--- config.mk ---
export PLATFORM = sky130hd
export DESIGN_NAME = regport_rr_arbiter_flat
export DESIGN_NICKNAME = d
export VERILOG_FILES = /design/src/rtl/regport_pkg.sv /design/src/rtl/regport_rr_arbiter_if.sv /design/src/rtl/regport_rr_arbiter_rr.sv /design/src/rtl/regport_rr_arbiter.sv /design/src/flat_wrapper.sv
export SDC_FILE = /design/constraint.sdc
export NUM_CORES = 1
export LEC_CHECK = 0
export ABC_AREA = 1
export CORE_MARGIN = 2
export CORE_UTILIZATION = 25
export DETAILED_ROUTE_END_ITERATION = 12
export HOLD_SLACK_MARGIN = 0.1
export PLACE_DENSITY = 0.59
export SETUP_SLACK_MARGIN = 0.3
export SYNTH_ARGS = -nofsm -noshare
export SYNTH_HDL_FRONTEND = slang
export SYNTH_SLANG_ARGS = --single-unit
--- constraint.sdc ---
create_clock -name clk -period 3.4 [get_ports clk]
set_input_delay 0.51 -clock clk [delete_from_list [all_inputs] [get_ports clk]]
set_output_delay 0.51 -clock clk [all_outputs]
set_load 0.01 [all_outputs]
--- src/rtl/regport_pkg.sv ---
// Shared constants and types for the register-file read-port arbiter.
package regport_pkg;

    localparam int REG_ADDR_W = 5;
    localparam int NUM_REGS   = 32;

    typedef logic [REG_ADDR_W-1:0] reg_addr_t;

    localparam reg_addr_t XZR_ADDR = 5'd31;

endpackage

--- src/rtl/regport_rr_arbiter_if.sv ---
// Request/response/read-port bundle for regport_rr_arbiter.
// Optional write-forwarding signals appear when REGPORT_BYPASS_EN is defined.
interface regport_rr_arbiter_if #(
    parameter int NREQ  = 4,
    parameter int WIDTH = 64,
    parameter int ID_W  = $clog2(NREQ)
);
    import regport_pkg::*;

    logic [NREQ-1:0]            req_valid;
    reg_addr_t [NREQ-1:0]       req_addr;
    logic [NREQ-1:0]            req_ready;
    reg_addr_t                  mux_sel;
    logic [WIDTH-1:0]           mux_data;
    logic                       rsp_valid;
    logic [ID_W-1:0]            rsp_id;
    logic [WIDTH-1:0]           rsp_data;
    logic                       rsp_ready;
`ifdef REGPORT_BYPASS_EN
    logic                       wr_en;
    reg_addr_t                  wr_addr;
    logic [WIDTH-1:0]           wr_data;

    modport slave (
        input  req_valid, req_addr, mux_data, rsp_ready, wr_en, wr_addr, wr_data,
        output req_ready, mux_sel, rsp_valid, rsp_id, rsp_data
    );
    modport master (
        output req_valid, req_addr, mux_data, rsp_ready, wr_en, wr_addr, wr_data,
        input  req_ready, mux_sel, rsp_valid, rsp_id, rsp_data
    );
`else
    modport slave (
        input  req_valid, req_addr, mux_data, rsp_ready,
        output req_ready, mux_sel, rsp_valid, rsp_id, rsp_data
    );
    modport master (
        output req_valid, req_addr, mux_data, rsp_ready,
        input  req_ready, mux_sel, rsp_valid, rsp_id, rsp_data
    );
`endif

endinterface

--- src/rtl/regport_rr_arbiter_rr.sv ---
// Combinational round-robin pick: first request at or after ptr, searching cyclically.
module rr_arbiter #(
    parameter int NREQ = 4,
    parameter int ID_W = $clog2(NREQ)
) (
    input  logic [NREQ-1:0] req,
    input  logic [ID_W-1:0] ptr,
    input  logic            en,
    output logic [NREQ-1:0] grant,
    output logic [ID_W-1:0] idx
);

    logic found;

    always_comb begin
        found = 1'b0;
        idx   = '0;
        grant = '0;
        for (int k = 0; k < NREQ; k++) begin
            if (!found && req[(int'(ptr) + k) % NREQ]) begin
                found = 1'b1;
                idx   = ID_W'((int'(ptr) + k) % NREQ);
            end
        end
        if (en && found) grant = NREQ'(1) << idx;
    end

endmodule

--- src/rtl/regport_rr_arbiter.sv ---
// Round-robin sharing of one 32:1 register read port among NREQ requesters.
// Define REGPORT_BYPASS_EN to forward a same-cycle register write into the response.
module regport_rr_arbiter
    import regport_pkg::*;
#(
    parameter int NREQ  = 4,
    parameter int WIDTH = 64,
    parameter int ID_W  = $clog2(NREQ)
) (
    input logic                 clk,
    input logic                 reset_n,
    regport_rr_arbiter_if.slave bus
);

`ifdef REGPORT_BYPASS_EN
    function automatic logic [WIDTH-1:0] load_data(
        input reg_addr_t        addr,
        input logic [WIDTH-1:0] rdata,
        input logic             fwd_en,
        input reg_addr_t        fwd_addr,
        input logic [WIDTH-1:0] fwd_data
    );
        if (addr == XZR_ADDR) return '0;
        if (fwd_en && (fwd_addr == addr)) return fwd_data;
        return rdata;
    endfunction
`else
    function automatic logic [WIDTH-1:0] load_data(
        input reg_addr_t        addr,
        input logic [WIDTH-1:0] rdata
    );
        if (addr == XZR_ADDR) return '0;
        return rdata;
    endfunction
`endif

    logic [ID_W-1:0]  ptr_q;
    logic [NREQ-1:0]  gnt;
    logic [ID_W-1:0]  gnt_idx;
    logic             hs;
    logic             adv2;
    logic             acc1;
    logic [WIDTH-1:0] ld_data;

    logic             vld_p1;
    logic [ID_W-1:0]  id_p1;
    reg_addr_t        addr_p1;

    logic             vld_p2;
    logic [ID_W-1:0]  id_p2;
    logic [WIDTH-1:0] data_p2;

    assign adv2 = vld_p1 & (~vld_p2 | bus.rsp_ready);
    assign acc1 = ~vld_p1 | adv2;

    rr_arbiter #(
        .NREQ (NREQ),
        .ID_W (ID_W)
    ) u_arb (
        .req   (bus.req_valid),
        .ptr   (ptr_q),
        .en    (acc1),
        .grant (gnt),
        .idx   (gnt_idx)
    );

    assign hs = |gnt;

    always_comb begin
`ifdef REGPORT_BYPASS_EN
        ld_data = load_data(addr_p1, bus.mux_data, bus.wr_en, bus.wr_addr, bus.wr_data);
`else
        ld_data = load_data(addr_p1, bus.mux_data);
`endif
    end

    // Pointer moves past the winner only on an accepted request
    always_ff @(posedge clk or negedge reset_n) begin
        if (!reset_n) begin
            ptr_q <= '0;
        end else if (hs) begin
            ptr_q <= (gnt_idx == ID_W'(NREQ - 1)) ? '0 : gnt_idx + ID_W'(1);
        end
    end

    // Stage 1: accepted request; addr_p1 drives the read-port select
    always_ff @(posedge clk or negedge reset_n) begin
        if (!reset_n) begin
            vld_p1  <= 1'b0;
            id_p1   <= '0;
            addr_p1 <= '0;
        end else if (hs) begin
            vld_p1  <= 1'b1;
            id_p1   <= gnt_idx;
            addr_p1 <= bus.req_addr[gnt_idx];
        end else if (adv2) begin
            vld_p1  <= 1'b0;
        end
    end

    // Stage 2: response register, held while the consumer stalls
    always_ff @(posedge clk or negedge reset_n) begin
        if (!reset_n) begin
            vld_p2  <= 1'b0;
            id_p2   <= '0;
            data_p2 <= '0;
        end else if (adv2) begin
            vld_p2  <= 1'b1;
            id_p2   <= id_p1;
            data_p2 <= ld_data;
        end else if (bus.rsp_ready) begin
            vld_p2  <= 1'b0;
        end
    end

    assign bus.req_ready = gnt;
    assign bus.mux_sel   = addr_p1;
    assign bus.rsp_valid = vld_p2;
    assign bus.rsp_id    = id_p2;
    assign bus.rsp_data  = data_p2;

endmodule

--- src/flat_wrapper.sv ---
// flat-port wrapper written by rule: the top's interface ports become plain ports
module regport_rr_arbiter_flat import regport_pkg::*;
#(
    parameter int NREQ  = 4,
    parameter int WIDTH = 64,
    parameter int ID_W  = $clog2(NREQ)
)
  (clk, reset_n, bus_req_valid, bus_req_addr, bus_mux_data, bus_rsp_ready, bus_req_ready, bus_mux_sel, bus_rsp_valid, bus_rsp_id, bus_rsp_data);
  regport_rr_arbiter_if #(.NREQ(NREQ), .WIDTH(WIDTH), .ID_W(ID_W)) bus_i ();
  input logic clk;
  input logic reset_n;
  input wire logic [$bits(bus_i.req_valid)-1:0] bus_req_valid;
  input wire logic [$bits(bus_i.req_addr)-1:0] bus_req_addr;
  input wire logic [$bits(bus_i.mux_data)-1:0] bus_mux_data;
  input wire logic [$bits(bus_i.rsp_ready)-1:0] bus_rsp_ready;
  output wire logic [$bits(bus_i.req_ready)-1:0] bus_req_ready;
  output wire logic [$bits(bus_i.mux_sel)-1:0] bus_mux_sel;
  output wire logic [$bits(bus_i.rsp_valid)-1:0] bus_rsp_valid;
  output wire logic [$bits(bus_i.rsp_id)-1:0] bus_rsp_id;
  output wire logic [$bits(bus_i.rsp_data)-1:0] bus_rsp_data;
  assign bus_i.req_valid = bus_req_valid;
  assign bus_i.req_addr = bus_req_addr;
  assign bus_i.mux_data = bus_mux_data;
  assign bus_i.rsp_ready = bus_rsp_ready;
  assign bus_req_ready = bus_i.req_ready;
  assign bus_mux_sel = bus_i.mux_sel;
  assign bus_rsp_valid = bus_i.rsp_valid;
  assign bus_rsp_id = bus_i.rsp_id;
  assign bus_rsp_data = bus_i.rsp_data;
  regport_rr_arbiter #(.NREQ(NREQ), .WIDTH(WIDTH), .ID_W(ID_W)) u_core (.clk(clk), .reset_n(reset_n), .bus(bus_i));
endmodule
# Yosys cells after proc, flatten, opt, wreduce, memory -nomap -nowiden
# Index checks and enable logic that the tools add are counted.
[word_totals] register_bits=77 latchBits=0 ramBits=0 mem_bits_ro=0 input_bits=91 output_inout_bits=76 elab_cells=70 memories=0
[op_classes] n_addsub=4 n_mul=0 n_div=0 magnitude_cmp=5 n_eq_ne=2 shift=1 n_mux=30 bitwise_logic=8 reduce_logical=13
[ops] op="$mux 64" count=2
[ops] op="$mux 1" count=16
[ops] op="$lt 3x4->1 const B" count=3
[ops] op="$bmux 5 s2" count=1
[ops] op="$mux 2" count=5
[ops] op="$bmux 1 s2" count=4
[ops] op="$lt 2x3->1 const B" count=2
[ops] op="$reduce_or 2->1" count=3
[ops] op="$eq 5x5->1 const B" count=1
[ops] op="$mux 5" count=1
[ops] op="$add 2x1->2 const B" count=2
[ops] op="$add 2x2->2 const B" count=2
[ops] op="$logic_and 1x1->1" count=4
[ops] op="$mux 4" count=1
[ops] op="$reduce_bool 2->1" count=2
[ops] op="$reduce_or 4->1" count=1
[ops] op="$shl 1x2->4 const A" count=1
[ops] op="$and 1x1->1 const A" count=3
[ops] op="$logic_not 1->1" count=3
[ops] op="$eq 2x2->1 const B" count=1
[ops] op="$not 1->1" count=2
[ops] op="$or 1x1->1" count=2
[ops] op="$and 1x1->1" count=1

# Longest topological paths before layout
[logic_depth] ltp_word=18 ltp_mapped=19 mapped_depth_nobuf=16

# Modules after synthesis
# Synthesis repeated with hierarchy kept, for this count alone.
[unflattened] hier_cells=574 area_unflattened_um2=3990.1
[by_module_without_submodules] module="regport_rr_arbiter" instances=1 cells_per_inst=508 area_each_um2=3669.8 seq_area_each_um2=1926.8
[by_module_without_submodules] module="rr_arbiter" instances=1 cells_per_inst=66 area_each_um2=320.3 seq_area_each_um2=0.0

# Worst setup path after synthesis
# Ideal clock, no wire load.
[synth_path] kind="input to output" from="input bus_req_valid[3]" to="output bus_req_ready[3]" arrival_ps=1716 t_required_ps=2890 path_slack_ps=1174 cell_stages=12 path_buffers=1 cell_sequence="inv_1 -> nand2_1 -> nand3_1 -> nand2_2 -> nor2_4 -> nand3_2 -> nand3_2 -> buf_6 -> inv_2 -> ha_1 -> nand2_4 -> inv_1"
[synth_via] elab_chain_len=14 word_cells_on_any_way=28 cone_classes="shift (1); mux (20); reduce/logical (7)"
[synth_lines] item="start, declared" line="flat_wrapper.sv:12" text="input wire logic [$bits(bus_i.req_valid)-1:0] bus_req_valid;"
[synth_lines] item="$bmux 1 s2" line="regport_rr_arbiter_rr.sv:20" text="if (!found && req[(int'(ptr) + k) % NREQ]) begin"
[synth_lines] item="$mux 1 (implied by the code)" line="regport_rr_arbiter_rr.sv:20"
[synth_lines] item="$mux 1" line="regport_rr_arbiter_rr.sv:20"
[synth_lines] item="$logic_not 1->1" line="regport_rr_arbiter_rr.sv:20"
[synth_lines] item="$logic_and 1x1->1" line="regport_rr_arbiter_rr.sv:20"
[synth_lines] item="$mux 1" line="regport_rr_arbiter_rr.sv:20"
[synth_lines] item="$logic_not 1->1" line="regport_rr_arbiter_rr.sv:20"
[synth_lines] item="$logic_and 1x1->1" line="regport_rr_arbiter_rr.sv:20"
[synth_lines] item="$mux 1" line="regport_rr_arbiter_rr.sv:20"
[synth_lines] item="$logic_not 1->1" line="regport_rr_arbiter_rr.sv:20"
[synth_lines] item="$logic_and 1x1->1" line="regport_rr_arbiter_rr.sv:20"
[synth_lines] item="$mux 2 / $mux 1 (equally long branches)" line="regport_rr_arbiter_rr.sv:20"
[synth_lines] item="$shl 1x2->4 / $logic_and 1x1->1 (equally long branches)" line="regport_rr_arbiter_rr.sv:25" text="if (en && found) grant = NREQ'(1) << idx;"
[synth_lines] item="$mux 4 (*)" line="regport_rr_arbiter_rr.sv:25"
[synth_lines] item="end, declared" line="flat_wrapper.sv:16" text="output wire logic [$bits(bus_i.req_ready)-1:0] bus_req_ready;"
# Mark *: on every way between the ends. The rest lies on a longest branch, timed or not. The select of a mux whose other input is x is not followed.

# Worst setup path after layout
[layout_path] from="input bus_req_valid[0]" to="output bus_req_ready[3]"
# Same word-level chain as after synthesis.

==> flow_metrics.env <==
export IMPL_min_period_ns=2.93
export IMPL_detailed_place_hpwl_mm=7.57
export IMPL_ff2ff_path_depth=16
export IMPL_core_mm2=0.0140
export IMPL_num_rows=43
export IMPL_syn_to_final_growth_pct=59.8
export IMPL_ys_flop_type="dfrtp_1"
export IMPL_critical_path_buf_inv_count=5
export IMPL_vias=3618
export IMPL_worst_slew_pin_slew_ns=1.06
export IMPL_ys_types=21
export IMPL_outcome="completed"
export IMPL_cts_root_buffer="clkbuf_16"
export IMPL_wire_per_inst_um=13.5
export IMPL_antenna_found_initial=0
export IMPL_syn_nets=555
export IMPL_skew_ns=0.00710
export IMPL_vdd_ir_drop_max_uv=456
export IMPL_ys_warn_count=0
export IMPL_port_buffers=166
export IMPL_synthCells=462
export IMPL_path_depth=14
export IMPL_ys_ff_latch=77
export IMPL_cp_common_cell="nand2_1"
export IMPL_drtAntennaViolNets=0
export IMPL_die_w_um=124
export IMPL_synth_area_leaders="dfrtp_1 53%, nand2_1 22%, nand3_1 12%"
export IMPL_rsz0062_at_grt="no"
export IMPL_worstPathCellList="clkdlybuf4s50_1, inv_1, nand2_1, nand3_1, nand2_1, nand2_1, nand2_1, nand2_1, nand3_2, inv_2, ha_1, nand2_4, inv_1, dlygate4sd2_1"
export IMPL_p_leak_nw=2.90
export IMPL_gp_congestion=0.801
export IMPL_fin_crit_sh=0.861
export IMPL_power_density_mw_per_mm2=1030
export IMPL_fin_ws_ns=0.474
export IMPL_seq_area_frac_synth=0.533
export IMPL_hold_viol_final=0
export IMPL_yosysTopAreaCell="dfrtp_1"
export IMPL_grtUsageTotal=0.142
export IMPL_synth_edf_count=0
export IMPL_ys_async_sr_fraction=1.00
export IMPL_cts_htree_levels=3
export IMPL_yosys_area_top_type_share=0.533
export IMPL_crit_path_start_kind="input pin"
export IMPL_io_pins=167
export IMPL_clock_fmax_ghz=0.342
export IMPL_syn_area_mm2=0.00362
export IMPL_overflow=0
export IMPL_cap_violations=0
export IMPL_slew_viol_final=0
export IMPL_yosys_top_cells_count="212 x nand2_1, 86 x nand3_1, 77 x dfrtp_1"
export IMPL_final_nets=714
export IMPL_drt_iter0_markers=158
export IMPL_setup_violations_final=0
export IMPL_routed_wl_mm=10.9
export IMPL_dp_slack_ns=0.224
export IMPL_hold_path_class="in -> async"
export IMPL_drc=0
export IMPL_crit_path_top_delay_cell="clkdlybuf4s50_1"
export IMPL_grt_pass1_vias=3659
export IMPL_cts_tree="built"
export IMPL_cts_path_max_buffers=2
export IMPL_cp_data_arrival_time_ns=2.42
export IMPL_r2r_setup_slack_ns=1.10
export IMPL_path_max_fanout=10
export IMPL_drive_above_1_share=0.0735
export IMPL_crit_type="in -> out"
export IMPL_cts_sinks=77
export IMPL_cp_top_family="buffers and inverters"
export IMPL_cp_slowest_stage_delay_ns=0.48
export IMPL_grt_max_degree=78
export IMPL_first_pass_iters=4
export IMPL_fin_setup_tns_ns=0
export IMPL_grt_pass1_wl_mm=18.1
export IMPL_start_util=0.258
export IMPL_cts_buffers=9
export IMPL_syn_avg_cell_area_um2=7.83
export IMPL_dieArea_mm2=0.0154
export IMPL_via_per_inst=4.49
export IMPL_slew_headroom=0.294
export IMPL_cp_end_kind="primary output"
export IMPL_clk_insertion_delay_late_ns=0.33
export IMPL_diodes=0
export IMPL_worstPathRequired_ns=2.89
export IMPL_holdBufCountCts=0
export IMPL_die_h_um=124
export IMPL_yosysMostFrequentCell="nand2_1"
export IMPL_clkTransAtPathRegs_ns=0.06
==> final cells by class <==
cell class	instances	area [um2]
clock buffer	11	233
clock inverter	5	61.3
fill	1393	8210
inverter	29	114
multi-input combinational	328	1460
sequential	77	1930
tap	180	225
timing repair buffer	176	1760
==> per-layer routing <==
metal	track usage	routed length, um
met4	0.0615	228
met3	0.0275	639
met5	0	0
met1	0.175	4810
met2	0.243	5180
==> state kept, by name, summed over array words and instances (netlist names) <==
signal	count
u_core.bus.mux_sel	5
u_core.bus.rsp_data	64
u_core.bus.rsp_id	2
u_core.bus.rsp_valid	1
u_core.id_p1	2
u_core.ptr_q	2
u_core.vld_p1	1
==> cells in the final DEF, fill, tap and decap left out, drive strengths merged <==
master | synthesis | layout
clkbuf | 19 | 11
inv | 29 | 29
buf | 9 | 11
clkdlybuf4s50 | 0 | 161
o21ai | 2 | 2
nor2 | 5 | 5
dfrtp | 77 | 77
nand2 | 217 | 217
nand4 | 10 | 10
nand3b | 1 | 1
ha | 2 | 2
a31oi | 1 | 1
nand3 | 88 | 88
dlygate4sd2 | 0 | 2
dlymetal6s2s | 0 | 2
nor3 | 2 | 2
clkinv | 0 | 4
bufinv | 0 | 1
==> power breakdown <==
part	internal (W)	switching, W
sequential	0.00138	0.000267
combinational	0.00154	0.00179
clock	0.000572	0.000378
==> timing repair <==
item                                    in CTS  in global routing
endpoints found under the hold margin        0                  0
setup buffers                                0                  2
pin swaps                                    0                  1
resized for setup                            4                  3
endpoints found under the setup margin       3                  3
==> logic make-up after synthesis <==
| logic type | Yosys count | synth area share |
|---|---|---|
| and+or+nand+nor | 323 | 0.385 |
| DFF | 77 | 0.533 |
| buffers and inverters | 57 | 0.0682 |
| AOI/OAI and AO/OA | 3 | 0.00658 |
| adders and majority gates | 2 | 0.00692 |
==> path summary, 6_finish.rpt <==
path,start,endpoint
worst max-delay path,bus_req_valid[0],bus_req_ready[3]
worst min-delay path,reset_n,u_core.bus.rsp_data[42]
worst max register to register,u_core.ptr_q[0],u_core.ptr_q[1]
worst min register to register,u_core.bus.rsp_data[23],u_core.bus.rsp_data[23]
max in group asynchronous,reset_n,u_core.ptr_q[0]
min in group clk,u_core.bus.rsp_data[23],u_core.bus.rsp_data[23]
==> stage by stage <==
step / power [W] / cell area (um2) / hold slack, ns / std cells / util
after floorplan: 0.00352 / 3620 / 0.214 / 462 / -
after global placement: 0.00492 / 5460 / 0.461 / 788 / 0.390
after detailed placement: 0.00498 / 5460 / 0.464 / 788 / 0.390
after CTS: 0.00596 / 5750 / 0.385 / 804 / 0.411
after global routing: 0.00646 / 5780 / 0.452 / 806 / 0.413
final: 0.00593 / 5780 / 0.338 / 806 / 0.413
(Power assumes the default switching activity.)
